===== config.mk =====
export PLATFORM = sky130hd
export DESIGN_NAME = mem_request_sched
export DESIGN_NICKNAME = d
export VERILOG_FILES = /design/src/rtl/cpu_types_pkg.sv /design/src/rtl/sat_counter.sv /design/src/rtl/mem_request_sched.sv
export SDC_FILE = /design/constraint.sdc
export NUM_CORES = 1
export LEC_CHECK = 0
export ABC_AREA = 1
export BUFFER_PORTS_ARGS = -buffer_cell sky130_fd_sc_hd__buf_2
export CORE_UTILIZATION = 53
export CTS_CLUSTER_DIAMETER = 150
export DETAILED_ROUTE_END_ITERATION = 8
export GPL_TIMING_DRIVEN = 0
export PLACE_DENSITY_LB_ADDON = 0.25
export RECOVER_POWER = 50
export SLEW_MARGIN = 15
export SYNTH_ARGS = -nofsm -noshare
export SYNTH_HDL_FRONTEND = slang
export SYNTH_SLANG_ARGS = --single-unit

===== constraint.sdc =====
create_clock -name CLK -period 3.9 [get_ports CLK]
set_input_delay 0.39 -clock CLK [delete_from_list [all_inputs] [get_ports CLK]]
set_output_delay 0.39 -clock CLK [all_outputs]
set_load 0.01 [all_outputs]

===== src/rtl/cpu_types_pkg.sv =====
// rtl/cpu_types_pkg.sv - shared bus types and scheduler constants
package cpu_types_pkg;

    typedef logic [31:0] word_t;

    typedef enum logic [1:0] {
        IDLE = 2'd0,
        IACC = 2'd1,
        DACC = 2'd2,
        DONE = 2'd3
    } sched_state_t;

    // Returned on the port whose RAM access timed out
    localparam word_t SCHED_BAD_DATA = 32'hBAD1BAD1;

endpackage


===== src/rtl/sat_counter.sv =====
// rtl/sat_counter.sv - saturating up-counter with synchronous clear
module sat_counter #(
    parameter int W = 16
) (
    input  logic         clk,
    input  logic         clr,
    input  logic         en,
    output logic [W-1:0] q
);

    // Count enabled events, holding at all-ones instead of wrapping
    always_ff @(posedge clk) begin
        if (clr) begin
            q <= '0;
        end else if (en && (q != '1)) begin
            q <= q + 1'b1;
        end
    end

endmodule


===== src/rtl/mem_request_sched.sv =====
// rtl/mem_request_sched.sv - single-port RAM arbiter between fetch and data ports
module mem_request_sched
    import cpu_types_pkg::*;
#(
    parameter int WAIT_MAX = 16,
    parameter int CNT_W    = 16
) (
    input  logic             CLK,
    input  logic             RST,
    input  logic             iREN,
    input  word_t            iaddr,
    output logic             ihit,
    output word_t            iload,
    input  logic             dREN,
    input  logic             dWEN,
    input  word_t            daddr,
    input  word_t            dstore,
    output logic             dhit,
    output word_t            dload,
    input  logic             halt,
    output logic             ramREN,
    output logic             ramWEN,
    output word_t            ramaddr,
    output word_t            ramstore,
    input  word_t            ramload,
    input  logic             ramready,
    output logic             halted,
    output logic             err,
    output logic [CNT_W-1:0] icnt,
    output logic [CNT_W-1:0] dcnt
);

    localparam int WAIT_W = (WAIT_MAX > 1) ? $clog2(WAIT_MAX) : 1;
    localparam logic [WAIT_W-1:0] WAIT_LAST = WAIT_W'(WAIT_MAX - 1);

    sched_state_t      state, nextState;
    logic [WAIT_W-1:0] waitCnt;
    word_t             capAddr, capStore;
    logic              capWr, servedData;
    logic              haltL, errReg;
    word_t             iloadReg, dloadReg;

    logic dReq, iGrant, inAcc, lastWait;

    assign dReq     = dREN | dWEN;
    assign iGrant   = iREN & ~haltL;
    assign inAcc    = (state == IACC) || (state == DACC);
    assign lastWait = (waitCnt == WAIT_LAST);

    // Next state: data wins in IDLE, accesses end on ready or timeout, DONE lasts one cycle
    always_comb begin
        nextState = state;
        case (state)
            IDLE: begin
                if (dReq) begin
                    nextState = DACC;
                end else if (iGrant) begin
                    nextState = IACC;
                end
            end
            IACC, DACC: begin
                if (ramready || lastWait) begin
                    nextState = DONE;
                end
            end
            default: nextState = IDLE;
        endcase
    end

    // State, request capture, wait counter, load registers and sticky flags
    always_ff @(posedge CLK) begin
        if (RST) begin
            state      <= IDLE;
            waitCnt    <= '0;
            capAddr    <= '0;
            capStore   <= '0;
            capWr      <= 1'b0;
            servedData <= 1'b0;
            haltL      <= 1'b0;
            errReg     <= 1'b0;
            iloadReg   <= '0;
            dloadReg   <= '0;
        end else begin
            state <= nextState;
            if (halt) begin
                haltL <= 1'b1;
            end
            case (state)
                IDLE: begin
                    waitCnt <= '0;
                    if (dReq) begin
                        capAddr    <= daddr;
                        capStore   <= dstore;
                        capWr      <= dWEN;
                        servedData <= 1'b1;
                    end else if (iGrant) begin
                        capAddr    <= iaddr;
                        capStore   <= '0;
                        capWr      <= 1'b0;
                        servedData <= 1'b0;
                    end
                end
                IACC, DACC: begin
                    waitCnt <= waitCnt + 1'b1;
                    if (ramready) begin
                        if (!capWr) begin
                            if (state == IACC) begin
                                iloadReg <= ramload;
                            end else begin
                                dloadReg <= ramload;
                            end
                        end
                    end else if (lastWait) begin
                        errReg <= 1'b1;
                        if (state == IACC) begin
                            iloadReg <= SCHED_BAD_DATA;
                        end else begin
                            dloadReg <= SCHED_BAD_DATA;
                        end
                    end
                end
                default: ;
            endcase
        end
    end

    assign ramREN   = (state == IACC) || ((state == DACC) && !capWr);
    assign ramWEN   = (state == DACC) && capWr;
    assign ramaddr  = inAcc ? capAddr : '0;
    assign ramstore = inAcc ? capStore : '0;
    assign ihit     = (state == DONE) && !servedData;
    assign dhit     = (state == DONE) && servedData;
    assign iload    = iloadReg;
    assign dload    = dloadReg;
    assign halted   = haltL && (state == IDLE) && !dReq;
    assign err      = errReg;

    sat_counter #(.W(CNT_W)) u_icnt (
        .clk (CLK),
        .clr (RST),
        .en  (ihit),
        .q   (icnt)
    );

    sat_counter #(.W(CNT_W)) u_dcnt (
        .clk (CLK),
        .clr (RST),
        .en  (dhit),
        .q   (dcnt)
    );

endmodule


==> results of run 1 <==
worst reg2reg max path: cells and delay by family (launching register included):
family / cells / cell delay, ns
buffers and inverters: 1 / 0.39
AO/OA/AOI/OAI: 2 / 0.33
flip-flops: 1 / 0.36
adder cells (fa/ha/maj): 1 / 0.21
AND/OR/NAND/NOR: 4 / 0.76
layout by cell type, fill, tap and decap left out, types with 2 or more instances in the layout:
| cell type | count |
|---|---|
| nand2_1 | 328 |
| buf_2 | 223 |
| dfxtp_1 | 170 |
| clkbuf_1 | 136 |
| nor2_1 | 126 |
| a21oi_1 | 114 |
| inv_1 | 106 |
| o21ai_0 | 93 |
| a31oi_1 | 34 |
| nand3_1 | 27 |
| clkbuf_16 | 17 |
| nor3_1 | 9 |
| ha_1 | 8 |
| inv_6 | 5 |
| nor2_2 | 4 |
| nand4_1 | 4 |
| o21ai_1 | 4 |
| inv_2 | 3 |
| buf_4 | 3 |
| buf_6 | 3 |
| bufinv_16 | 3 |
| nor2_4 | 2 |
| nand2_2 | 2 |
| nand4_2 | 2 |
| clkinvlp_4 | 2 |
| clkinv_4 | 2 |
worst max-delay path by stage:
stage	cells past startpoint	slack (ns)	startpoint	end
2_1_floorplan	7	2.10	state[0]$_SDFFE_PP0P_	ramaddr[12]
3_3_place_gp	8	1.60	state[0]$_SDFFE_PP0P_	ramaddr[24]
3_5_place_dp	8	1.64	state[0]$_SDFFE_PP0P_	ramstore[7]
4_1_cts	8	1.15	state[0]$_SDFFE_PP0P_	ramstore[4]
5_1_grt	8	0.96	state[1]$_SDFFE_PP0P_	ramstore[4]
6_report	8	1.15	state[1]$_SDFFE_PP0P_	ramstore[7]
state kept, by name, indices dropped and copies added, names as in the netlist:
signal,count
iload,32
capWr,1
capStore,32
servedData,1
u_icnt.q,16
waitCnt,4
capAddr,32
dload,32
haltL,1
err,1
u_dcnt.q,16
state,2
routing by layer:
metal,vias up,routed length [um]
met1,3788,9430
met2,336,11100
met4,0,830
met5,-,0
met3,61,1560
li1,4196,-
power groups by stage:
stage / Sequential [mW] / Clock (mW) / Combinational [mW]
after global routing: 2.40 / 1.86 / 2.67
final: 2.36 / 1.77 / 2.38
after CTS: 2.35 / 1.79 / 2.50
after floorplan: 2.43 / 0 / 1.54
after global placement: 2.37 / 0 / 2.45
after detailed placement: 2.38 / 0 / 2.48
kinds of logic after synthesis:
group / share of synthesized area [%]
AOI/OAI and AO/OA: 16.9
and+or+nand+nor: 27.4
adders and majority gates: 1.31
DFF: 44.5
buffers and inverters: 9.90
final cells by class:
type	instances	area (sq um)	area share [%]
Multi-Input combinational cell	766	3440	35.2
Sequential cell	170	3400	34.8
Timing Repair Buffer	300	1380	14.1
Clock buffer	18	439	4.48
Inverter	110	413	4.22
Buffer	65	304	3.10
Tap cell	180	225	2.30
Clock inverter	14	183	1.87
Antenna cell	1	2.50	0.0256
per-stage QoR:
| step | power [mW] | setup WS [ns] | instances | utilization (%) | instance area (sq um) |
|---|---|---|---|---|---|
| after floorplan | 3.96 | 2.10 | 1111 | - | 7650 |
| after global placement | 4.82 | 1.60 | 1591 | 67.0 | 9370 |
| after detailed placement | 4.86 | 1.64 | 1591 | 67.0 | 9370 |
| after CTS | 6.64 | 1.15 | 1623 | 71.4 | 9990 |
| after global routing | 6.94 | 0.962 | 1624 | 70.0 | 9790 |
| final | 6.52 | 1.15 | 1624 | 70.0 | 9790 |
==> run_results.csv, run 1 <==
group,metric,value,unit
synth,syn_inst,1111,
synth,async_flop_share,0,%
synth,yosysWarnings,0,
routing,firstDrtPassIters,5,
critical_path,reg2reg_slack,1.79,ns
placement,port_buffers,300,
cts,cts_buffers,17,
synth,synthTopCellsByArea,"dfxtp_1, nand2_1, a21oi_1, nor2_1, inv_1",
critical_path,required,3.51,ns
critical_path,r2r-end,"iload[28]$_SDFFE_PP0P_",
power_and_ir_drop,p_int,3.98,mW
power_and_ir_drop,vdd_drop_max,392,uV
critical_path,cp_num_buf_inv,6,
cts,cts_resized,0,
synth,yosysSeqAreaShare,44.5,%
outcome,status,"completed",
final_layout,n_fill_cell,1312,
sta,fmax,0.364,GHz
critical_path,cp_slowest_stage_delay,0.39,ns
floorplanning,die_area,14900,sq um
grt,grt_first_pass_wirelength,35300,um
routing,drt-initial-drc-count,494,
synth,ys_top_cells_by_count,"nand2_1, dfxtp_1, nor2_1, a21oi_1, inv_1",
floorplanning,ios,301,
synth,synth_area,7650,sq um
synth,synth_top_area_share,44.5,%
floorplanning,coreArea,14000,sq um
routing,route.antenna.remaining_nets,0,
cts,root_buffer,"clkbuf_16",
critical_path,crit_type,"reg2out",
cts,cts.path.max_buffers,2,
min_path,hold_class,"in2reg",
grt,gr-max-usage-layer,"met2",
final_layout,layout-drive-gt1-share,19.2,%
grt,use_met1,35.8,%
floorplanning,rows,43,
sta,period_share,70.5,%
critical_path,path_cells,"inv_1, ha_1, clkbuf_1, buf_2, buf_2, nand2_1, inv_1, buf_2",
cts,clk_pin_slew,0.07,ns
critical_path,critPathCaptureType,"output pin",
critical_path,crit_family,"buffers and inverters",
critical_path,reg2reg_depth,8,
routing,vias,8381,
min_path,min_path_cells,3,
grt,grt_max_degree,17,
sta,setup_viol,0,
synth,synth_edf_count,0,
sta,slew_viol_final,0,
synth,synth_ff_type,"dfxtp_1",
cts,clk_latency,0.42,ns
critical_path,r2r_start,"waitCnt[0]$_SDFFE_PP0P_",
sta,hold_viol,0,
synth,synth-seq-cells,170,
sta,worstMarginPinSlew,0.590,ns
cts,ctsHoldBuffers,0,
placement,place_hpwl,17000,um
min_path,holdCritStartpoint,"halt",
power_and_ir_drop,comb_power_share,36.6,%
power_and_ir_drop,p_leak,4.82,nW
sta,fin_hold_ws,0.184,ns
sta,min_period,2.75,ns
critical_path,cp_slowest_cell,"dfxtp_1",
critical_path,path_common_cell,"buf_2",
critical_path,cp.arrival,2.36,ns
floorplanning,fp.dieH,122,um
routing,wl_per_cell,14.1,um
power_and_ir_drop,power.density,665,nW/um^2
synth,syn_area_per_cell,6.88,sq um
synth,synthDistinctLibCells,32,
floorplanning,start_util,54.7,%
flow_run,drv.max_cap_violation_count,0,
grt,met3_usage,6.18,%
power_and_ir_drop,power.clock.fraction,27.2,%
power_and_ir_drop,power_switching,2.54,mW
synth,yosysMostFrequentCell,"nand2_1",
synth,yosysTopAreaCell,"dfxtp_1",
grt,antenna_found_initial,1,
grt,grt_pass1_vias,7540,
synth,syn_nets,1254,
sta,clock_skew,0.00875,ns
power_and_ir_drop,p_seq_share,36.3,%
sta,grt_setup_unrepaired,"false",
min_path,hold_path_end,"haltL$_SDFFE_PP0P_",
final_layout,area_delta_synth_final,28.1,%
final_layout,layout.nets,1573,
cts,clock_sinks,170,
routing,wl,22900,um
routing,vias_per_cell,5.16,
critical_path,critPathLaunchType,"flop",
sta,relSlewSlack,60.7,%
cts,cts_setup_buffers,0,
power_and_ir_drop,switching_share,38.9,%
critical_path,path_max_fanout,10,
grt,overflow,0,
routing,drc,0,
sta,tns,0,ns
placement,gp_congestion,0.887,
grt,grtUsageMet2,51.2,%
cts,h-tree-depth,4,
grt,track_usage,30.1,%
floorplanning,die_w,122,um
cts,tritoncts,"built",
Note: power is estimated with default switching activity, not from simulation.
==> run 2, diff against run 1 <==
Settings changed: ABC_AREA 1 to 0, CORE_UTILIZATION 53 to 44.
Clock period 3.9 ns to 2.3 ns, I/O delays scaled along.
==> run_results.csv, run 2 <==
group,metric,value,unit
critical_path,cp.arrival,1.96,ns
sta,setup_viol,0,
critical_path,required,2.07,ns
floorplanning,die_area,17300,sq um
sta,grt_setup_unrepaired,"true",
cts,root_buffer,"clkbuf_16",
floorplanning,fp.dieH,131,um
sta,slew_viol_final,0,
sta,worstMarginPinSlew,0.959,ns
placement,dp_cells,1413,
cts,h-tree-depth,4,
critical_path,critPathCaptureType,"output pin",
sta,clock_skew,0.0106,ns
final_layout,final_area,9630,sq um
flow_run,drv.max_cap_violation_count,0,
power_and_ir_drop,p_leak,3.84,nW
synth,syn_inst,898,
cts,ctsHoldBuffers,0,
floorplanning,coreArea,16100,sq um
synth,synth_edf_count,0,
synth,synthDistinctLibCells,42,
floorplanning,ios,301,
routing,drt-initial-drc-count,378,
cts,clk_latency,0.42,ns
final_layout,fin_util,59.8,%
grt,track_usage,26.4,%
synth,yosysTopAreaCell,"dfxtp_1",
synth,syn_nets,1041,
cts,cts_setup_buffers,0,
final_layout,n_antenna_cell,0,
cts,cts.path.max_buffers,2,
min_path,hold_class,"in2reg",
cts,tritoncts,"built",
grt,antenna_found_initial,0,
power_and_ir_drop,power.density,1020,nW/um^2
routing,vias,7738,
synth,yosysMostFrequentCell,"dfxtp_1",
critical_path,crit_type,"reg2out",
routing,route.antenna.remaining_nets,0,
synth,async_flop_share,0,%
synth,synth-seq-cells,170,
final_layout,layout.nets,1359,
synth,yosysWarnings,0,
sta,period_share,95.4,%
final_layout,area_delta_synth_final,30.8,%
synth,synthTopCellsByArea,"dfxtp_1, nor2_1, and2_1, a21oi_1, a211oi_1",
floorplanning,die_w,131,um
placement,port_buffers,299,
final_layout,layout-drive-gt1-share,21.1,%
sta,relSlewSlack,35.5,%
routing,wl_per_cell,15.9,um
grt,grt_max_degree,17,
routing,firstDrtPassIters,5,
cts,cts_buffers,17,
grt,grt_pass1_vias,7180,
final_layout,stdcell_count,1444,
outcome,status,"completed",
sta,hold_viol,0,
routing,wl,23000,um
routing,drc,0,
sta,fmax,0.456,GHz
grt,overflow,0,
placement,postPlaceCellArea,9130,sq um
sta,min_period,2.19,ns
critical_path,path_max_fanout,10,
synth,syn_area_per_cell,8.20,sq um
cts,clk_pin_slew,0.06,ns
synth,synth_area,7360,sq um
placement,place_hpwl,17100,um
power_and_ir_drop,vdd_drop_max,498,uV
floorplanning,start_util,45.7,%
final_layout,final_common_cell,"buf_2",
synth,synth_top_area_share,46.2,%
floorplanning,rows,46,
synth,synth_ff_type,"dfxtp_1",
final_layout,mostFrequentLayoutCells,"buf_2, dfxtp_1, clkbuf_1",
synth,ys_top_cells_by_count,"dfxtp_1, nor2_1, nand2_1, and2_1, clkbuf_1",
placement,gp_congestion,0.857,
critical_path,critPathLaunchType,"flop",
grt,grt_first_pass_wirelength,36900,um
routing,vias_per_cell,5.36,
synth,yosysSeqAreaShare,46.2,%
cts,clock_sinks,170,
run 2: changes by cell type in the layout (fill, tap and decap cells not counted), moves of 17 or more:
cell,delta
a211oi_1,+38
nand2_1,-255
and2_1,+65
a22oi_1,+32
a311oi_1,+32
a31oi_1,-31
buf_2,-19
a21oi_1,-53
inv_1,-94
o31ai_1,+17
o21ai_0,-52
clkbuf_1,+17
run 2: final cells by class:
type / count / area, sq um
buffer: 73 / 297
clock inverter: 13 / 138
fill: 1588 / 6480
sequential: 170 / 3400
clock buffer: 18 / 439
timing repair buffer: 299 / 1380
inverter: 13 / 48.8
tap: 216 / 270
multi-input combinational: 642 / 3660
run 2: report_power, final:
group	switching (mW)	internal, mW
sequential	0.319	3.54
combinational	1.96	1.22
clock	1.26	1.55
total	3.54	6.32
run 2: path summary, 6_finish.rpt:
check                             start                   endpoint  slack, ns  depth (start not counted)
setup / recovery  state[1]$_SDFFE_PP0P_                ramaddr[10]       0.11                          5
hold / removal                     halt         haltL$_SDFFE_PP0P_       0.02                          3
setup reg to reg  state[1]$_SDFFE_PP0P_  u_dcnt.q[13]$_SDFFE_PP0P_       0.13                          6
hold reg to reg   dload[1]$_SDFFE_PP0P_      dload[1]$_SDFFE_PP0P_       0.46                          2
run 2: repair_timing:
action | in CTS | in global routing
endpoints found under the setup margin | 48 | 103
gates cloned | 0 | 0
resized for setup | 8 | 14
run 2: cells by family after synthesis:
group / synth area share (%)
and+or+nand+nor: 26.1
AOI/OAI and AO/OA: 20.8
DFF: 46.2
buffers and inverters: 4.42
adders and majority gates: 1.36
muxes: 1.02
run 2: through the flow:
stage | hold slack [ns] | worst slack, ns | setup TNS (ns) | power, mW
finish | 0.0191 | 0.106 | 0 | 9.86
global route | 0.00738 | -0.0313 | -0.114 | 10.4
CTS | 0.000983 | 0.00218 | 0 | 9.91
detailed placement | 0.442 | -0.00853 | -0.0142 | 7.06
global placement | 0.434 | 0.00597 | 0 | 7.01
floorplan | 0.346 | 0.316 | 0 | 5.84
run 2: worst max-delay path, cell delays in order, from the launching register on:
cell      delay (ns)
dfxtp_1         0.40
inv_1           0.13
ha_4            0.34
clkbuf_1        0.30
and2_1          0.22
buf_2           0.15
run 2: metal layers:
| layer | global-route usage [%] | vias up | routed length (um) |
|---|---|---|---|
| li1 | - | 3843 | - |
| met1 | 33.9 | 3563 | 10000 |
| met2 | 44.3 | 302 | 11000 |
| met3 | 5.21 | 30 | 1520 |
| met4 | 8.91 | 0 | 436 |
| met5 | 0 | - | 0 |
